`config.mk`:
```
export PLATFORM = sky130hd
export DESIGN_NAME = mem_arbiter
export DESIGN_NICKNAME = d
export VERILOG_FILES = /design/src/rtl/mem_arbiter_pkg.sv /design/src/rtl/rr_arbiter2.sv /design/src/rtl/mem_arbiter.sv
export SDC_FILE = /design/constraint.sdc
export NUM_CORES = 1
export LEC_CHECK = 0
export ABC_CLOCK_PERIOD_IN_PS = 2200
export CAP_MARGIN = 5
export CORE_MARGIN = 2
export CORE_UTILIZATION = 32
export CTS_CLUSTER_DIAMETER = 40
export DETAILED_ROUTE_END_ITERATION = 7
export PLACE_DENSITY = 0.63
export SLEW_MARGIN = 0
export SYNTH_ARGS = -nofsm -noshare
export SYNTH_HDL_FRONTEND = slang
export SYNTH_SLANG_ARGS = --single-unit
```
`constraint.sdc`:
```
create_clock -name clk -period 2.2 [get_ports clk]
set_input_delay 0.66 -clock clk [delete_from_list [all_inputs] [get_ports clk]]
set_output_delay 0.66 -clock clk [all_outputs]
set_load 0.02 [all_outputs]
```
`src/rtl/mem_arbiter_pkg.sv`:
```
// Shared definitions for the two-master RAM arbiter: FSM encoding and port ids.
package mem_arbiter_pkg;

    // 2'd3 is unused; the FSM treats it as illegal and falls back to StIdle.
    typedef enum logic [1:0] {
        StIdle  = 2'd0,
        StServe = 2'd1,
        StAck   = 2'd2
    } state_e;

    localparam logic PORT_I = 1'b0;
    localparam logic PORT_D = 1'b1;

endpackage

```
`src/rtl/rr_arbiter2.sv`:
```
// Combinational 2-way round-robin picker: a lone request wins outright,
// a tie goes to the port that did not win last time.
module rr_arbiter2
    import mem_arbiter_pkg::*;
(
    input  logic req_i,
    input  logic req_d,
    input  logic last_grant,
    output logic grant_valid,
    output logic grant_id
);

    // Pick the winner among the pending requests.
    always_comb begin
        grant_valid = req_i | req_d;
        grant_id    = PORT_I;
        if (req_i && req_d) begin
            grant_id = ~last_grant;
        end else if (req_d) begin
            grant_id = PORT_D;
        end
    end

endmodule

```
`src/rtl/mem_arbiter.sv`:
```
// Two-master arbiter in front of a single-port asynchronous-read RAM.
// Fetch (I, read-only) and load/store (D) masters are serialised through an
// IDLE -> SERVE -> ACK sequence; every output, including read data, is registered.
module mem_arbiter
    import mem_arbiter_pkg::*;
#(
    parameter int unsigned addrSize = 16,
    parameter int unsigned wordSize = 16
) (
    input  logic                clk,
    input  logic                rst,
    input  logic                i_req,
    input  logic [addrSize-1:0] i_addr,
    output logic [wordSize-1:0] i_rdata,
    output logic                i_ack,
    input  logic                d_req,
    input  logic                d_we,
    input  logic [addrSize-1:0] d_addr,
    input  logic [wordSize-1:0] d_wdata,
    output logic [wordSize-1:0] d_rdata,
    output logic                d_ack,
    output logic [addrSize-1:0] ram_addr,
    output logic [wordSize-1:0] ram_wdata,
    output logic                ram_we,
    input  logic [wordSize-1:0] ram_rdata,
    output logic                busy
);

    state_e              r_state;
    state_e              w_state_nxt;
    // Port that won the most recent arbitration; also identifies the port
    // being served while a transaction is in flight.
    logic                r_last_grant;
    logic                w_last_grant_nxt;
    logic [addrSize-1:0] r_ram_addr;
    logic [addrSize-1:0] w_ram_addr_nxt;
    logic [wordSize-1:0] r_ram_wdata;
    logic [wordSize-1:0] w_ram_wdata_nxt;
    logic                r_ram_we;
    logic                w_ram_we_nxt;
    logic                r_i_ack;
    logic                w_i_ack_nxt;
    logic                r_d_ack;
    logic                w_d_ack_nxt;
    logic [wordSize-1:0] r_i_rdata;
    logic [wordSize-1:0] w_i_rdata_nxt;
    logic [wordSize-1:0] r_d_rdata;
    logic [wordSize-1:0] w_d_rdata_nxt;
    logic                r_busy;
    logic                w_busy_nxt;

    logic                w_grant_valid;
    logic                w_grant_id;

    rr_arbiter2 u_rr_arbiter2 (
        .req_i       (i_req),
        .req_d       (d_req),
        .last_grant  (r_last_grant),
        .grant_valid (w_grant_valid),
        .grant_id    (w_grant_id)
    );

    // Next-state and next-output logic for the three-cycle transaction.
    always_comb begin
        w_state_nxt      = r_state;
        w_last_grant_nxt = r_last_grant;
        w_ram_addr_nxt   = r_ram_addr;
        w_ram_wdata_nxt  = r_ram_wdata;
        w_ram_we_nxt     = 1'b0;
        w_i_ack_nxt      = 1'b0;
        w_d_ack_nxt      = 1'b0;
        w_i_rdata_nxt    = r_i_rdata;
        w_d_rdata_nxt    = r_d_rdata;

        case (r_state)
            StIdle: begin
                if (w_grant_valid) begin
                    w_last_grant_nxt = w_grant_id;
                    if (w_grant_id == PORT_D) begin
                        w_ram_addr_nxt  = d_addr;
                        w_ram_wdata_nxt = d_wdata;
                        w_ram_we_nxt    = d_we;
                    end else begin
                        w_ram_addr_nxt  = i_addr;
                        w_ram_wdata_nxt = '0;
                        w_ram_we_nxt    = 1'b0;
                    end
                    w_state_nxt = StServe;
                end
            end
            StServe: begin
                // RAM read path is asynchronous; capture it at the edge ending SERVE.
                if (r_last_grant == PORT_D) begin
                    if (!r_ram_we) begin
                        w_d_rdata_nxt = ram_rdata;
                    end
                    w_d_ack_nxt = 1'b1;
                end else begin
                    w_i_rdata_nxt = ram_rdata;
                    w_i_ack_nxt   = 1'b1;
                end
                w_state_nxt = StAck;
            end
            StAck: begin
                w_state_nxt = StIdle;
            end
            default: begin
                w_state_nxt = StIdle;
            end
        endcase

        w_busy_nxt = (w_state_nxt != StIdle);
    end

    // State and datapath registers with asynchronous active-low reset.
    always_ff @(posedge clk or negedge rst) begin
        if (!rst) begin
            r_state      <= StIdle;
            r_last_grant <= PORT_I;
            r_ram_addr   <= '0;
            r_ram_wdata  <= '0;
            r_ram_we     <= 1'b0;
            r_i_ack      <= 1'b0;
            r_d_ack      <= 1'b0;
            r_i_rdata    <= '0;
            r_d_rdata    <= '0;
            r_busy       <= 1'b0;
        end else begin
            r_state      <= w_state_nxt;
            r_last_grant <= w_last_grant_nxt;
            r_ram_addr   <= w_ram_addr_nxt;
            r_ram_wdata  <= w_ram_wdata_nxt;
            r_ram_we     <= w_ram_we_nxt;
            r_i_ack      <= w_i_ack_nxt;
            r_d_ack      <= w_d_ack_nxt;
            r_i_rdata    <= w_i_rdata_nxt;
            r_d_rdata    <= w_d_rdata_nxt;
            r_busy       <= w_busy_nxt;
        end
    end

    assign ram_addr  = r_ram_addr;
    assign ram_wdata = r_ram_wdata;
    assign ram_we    = r_ram_we;
    assign i_ack     = r_i_ack;
    assign d_ack     = r_d_ack;
    assign i_rdata   = r_i_rdata;
    assign d_rdata   = r_d_rdata;
    assign busy      = r_busy;

endmodule
```
==> metrics.log <==
[metrics] status: finished, final reports clean
[metrics] XOR/XNOR share of the synthesized area: 0
[metrics] clock buffer depth: 2
[metrics] number of inserted diodes: 0
[metrics] slowest cell on the critical path: clkdlybuf4s50_1
[metrics] DR WL/cell: ~16 um
[metrics] endpoint kind of the worst setup timing path: primary output
[metrics] CTS Hold Buffers Added: 0
[metrics] simple-gate share of the synthesized area: 0.02003
[metrics] Cell Pwr Density: ~1500 nW/um2
[metrics] leakage power: about 2.0 nW
[metrics] worst path buffer plus inverter count: 1
[metrics] Overflow after GRT: 0
[metrics] CTS sink count: slightly above 70
[metrics] # H-tree levels: 3
[metrics] Gates resized, CTS repair: 0
[metrics] Max-Cap Viols: 0
[metrics] unrepaired setup endpoints after global routing: no
[metrics] post-route cell area: between 4000 and 5000 um2
[metrics] critical path's largest stage delay: 0.62 ns
[metrics] total design power: about 7.0 mW
[metrics] via count: approximately 2000
[metrics] die area: between 9000 and 10000 um2
[metrics] post-synth top area cell: dfrtp_1
[metrics] global-route wire length before repair: 10.76 mm
[metrics] fraction of the cycle the final worst path needs: 0.9044
[metrics] share of cell area taken by muxes after synthesis: 0.2770
[metrics] clock tree from TritonCTS: yes
[metrics] net switching component of the power: between 2 and 2.5 mW
[metrics] starting density of the core: 0.3294
[metrics] fraction of power spent switching nets: 0.3498
[metrics] Worst setup SP type: flop
[metrics] share of the synthesized area in compound gates (AO/OA/AOI/OAI): 0.05793
[metrics] data required time of the critical path: approximately 1.5 ns
[metrics] sequential share of power: 0.330
[metrics] hold violation count in the final report: 0
[metrics] clk root buf: clkbuf_8
[metrics] fraction of the core area covered by cells at the end of the flow: 0.5314
[metrics] Peak supply drop: around 620 uV
[metrics] initial detailed-routing violation count: 34
[metrics] Adder-Cell Fraction of Synth Area: 0
[metrics] combinational family with the most area after synthesis: multiplexers
[metrics] Placement Cell Area: about 4400 um2
[metrics] total detailed-routing wirelength: a little under 7 mm
[metrics] average cell area after synthesis: 16.61 um2
[metrics] summed instance area of the synthesized netlist: 2873 um2
[metrics] setup slack at placement: -0.03725 ns
[metrics] post-synthesis cell type count: 21
[metrics] total of endpoints with negative setup slack in the final report: 0
[metrics] final-stage net count: 390
[metrics] number of enable-type register cells in the synthesized netlist: 0
[metrics] maximum number of pins on one net before global-route repair: 32
[metrics] post-CTS setup buffers: 0
[metrics] clock insertion delay at the later pin of the skew report: around 0.34 ns
[metrics] remaining antenna violation count: 0
[metrics] Post-Route Hold Slack: between 0.2 and 0.3 ns
[metrics] data arrival time at the worst-slack endpoint: roughly 1.3 ns
[metrics] 1st-pass router iterations: 4
[metrics] die width: roughly 99 um
[metrics] most numerous cell in the Yosys netlist: dfrtp_1
[metrics] top achievable clock speed: 502.6 MHz
[metrics] Clock Skew: between 0.01 and 0.015 ns
[metrics] Layout area overhead: 61.32%
[metrics] clock input transition at the sequential cells of the worst setup and hold paths: roughly 0.080 ns
[metrics] worst min path class: primary input to async pin
[metrics] number of CTS-inserted buffers: 9
[metrics] Cells after Synth: between 150 and 200
[metrics] floorplan die height: about 99 um
[metrics] total count of max-transition violations in the final report: 0
[metrics] via count of the first global-routing pass: roughly 2100
[metrics] leading post-synthesis cells by cell area: dfrtp_1 62%, mux2_2 17%, mux2_4 10%
[metrics] crit-path leading delay family: buffers and inverters
[metrics] area of the core region: ~8700 um2
[metrics] clock group share of total power: 0.143
[metrics] number of nets produced by synthesis: ~240
[metrics] sequence of cells on the critical path: clkdlybuf4s50_1
[metrics] normalized max-slew margin: 0.7032
[metrics] area share of the largest cell type after synthesis: 0.6185
[metrics] Synth Register Bits: 71
[metrics] Final Critical Period: approximately 2 ns
[metrics] total global routing track utilization: 0.1429
[metrics] io pins: ~140
[metrics] async set-or-reset flop fraction in the synthesized netlist: 1.000
[metrics] critical path class: flop to primary output
[metrics] ratio of routed vias to standard cells: between 4 and 5
[metrics] initial antenna violation count: 0
[metrics] most common flop cell mapped by yosys: dfrtp_1
[metrics] post-synthesis sequential area ratio: 0.6185
[metrics] part of the power in combinational logic: 0.526
[metrics] DRC violation count after routing: 0
[metrics] GP Congestion: between 0.7 and 0.8
[metrics] Internal: 4.527 mW
[metrics] IO buf count: about 140
[metrics] CP Max Fanout: 2
[metrics] minimum setup slack in the final design: between 0.2 and 0.25 ns
[metrics] commonest cells in the netlist: 71 x dfrtp_1, 44 x mux2_2, 20 x mux2_4
[metrics] standard-cell rows: 34
[metrics] post-detail-place hpwl: slightly below 5 mm
[metrics] share of post-route cells with drive strength above 1: 0.2883
[metrics] Warnings, synthesis: 0
[metrics] Tightest Pin Transition: 0.4451 ns
layout make-up:
| cell class | count | area [um2] |
|---|---|---|
| well taps | 108 | 135.1 |
| flip-flops and latches | 71 | 1777 |
| clock inverters | 6 | 61.31 |
| fillers | 735 | 4086 |
| inverters | 2 | 7.507 |
| clock buffers | 10 | 127.6 |
| repair buffers | 146 | 1496 |
| multi-input cells | 91 | 1030 |
power groups by stage:
stage	Sequential (mW)	Combinational [mW]	Clock, mW
after floorplan	3.07	1.19	0
after global placement	2.31	3.67	0
after detailed placement	2.32	3.71	0
after CTS	2.31	3.72	1.04
after global routing	2.39	3.87	1.09
final	2.30	3.66	0.999
layer usage:
layer	track usage	vias up	wire length, um
li1	-	922	-
met3	0.04752	7	496
met1	0.1905	993	3035
met4	0.05690	0	61
met2	0.2157	84	3232
met5	0	-	0
flip-flops by register name, indices dropped and copies added (netlist names):
signal / flops
i_rdata: 16
r_state: 2
ram_addr: 16
d_ack: 1
ram_wdata: 16
ram_we: 1
busy: 1
r_last_grant: 1
i_ack: 1
d_rdata: 16
worst register-to-register path: stages (launching register included):
cell and delay (ns):
dfrtp_1 0.43, and3b_1 0.25, nor2b_2 0.13, buf_4 0.29, mux2_2 0.37
kinds of logic (layout without fill, tap and decap cells):
group	after synthesis	after routing
flip-flops	71	71
multiplexers	64	64
AND/OR/NAND/NOR	8	8
buffers and inverters	11	164
AO/OA/AOI/OAI	19	19
per-stage QoR:
step,cells,TNS (ns)
after floorplan,173,0
final,434,0
after detailed placement,418,-0.4313
after global routing,434,0
after CTS,434,0
after global placement,418,-0.005814
final timing paths:
path	slack (ns)	to	cells after the start	start
setup / recovery	0.21	d_rdata[8]	1	d_rdata[8]
hold / removal	0.26	d_rdata[9]	1	rst
setup reg to reg	0.62	d_rdata[4]	4	r_state[1]
hold reg to reg	0.50	ram_wdata[3]	1	ram_wdata[3]
max in group asynchronous	1.36	i_rdata[15]	2	rst
min in group clk	0.50	ram_wdata[3]	1	ram_wdata[3]
layout by cell type (no fill, tap or decap):
cell type	n
nor2_1	1
o21ai_4	1
clkinv_4	1
and3b_1	1
a21bo_1	1
buf_12	5
mux2_4	20
nand2b_1	1
bufinv_16	1
a21o_1	1
nor3_4	1
nor2b_2	1
and2_1	1
a22o_1	16
clkdlybuf4s50_1	135
clkinvlp_4	1
clkbuf_1	1
mux2_2	44
nor2_2	1
dfrtp_1	71
buf_4	6
inv_1	2
clkbuf_8	9
nand2_1	1
clkinv_2	3
Power figures use the tool's default switching activity.
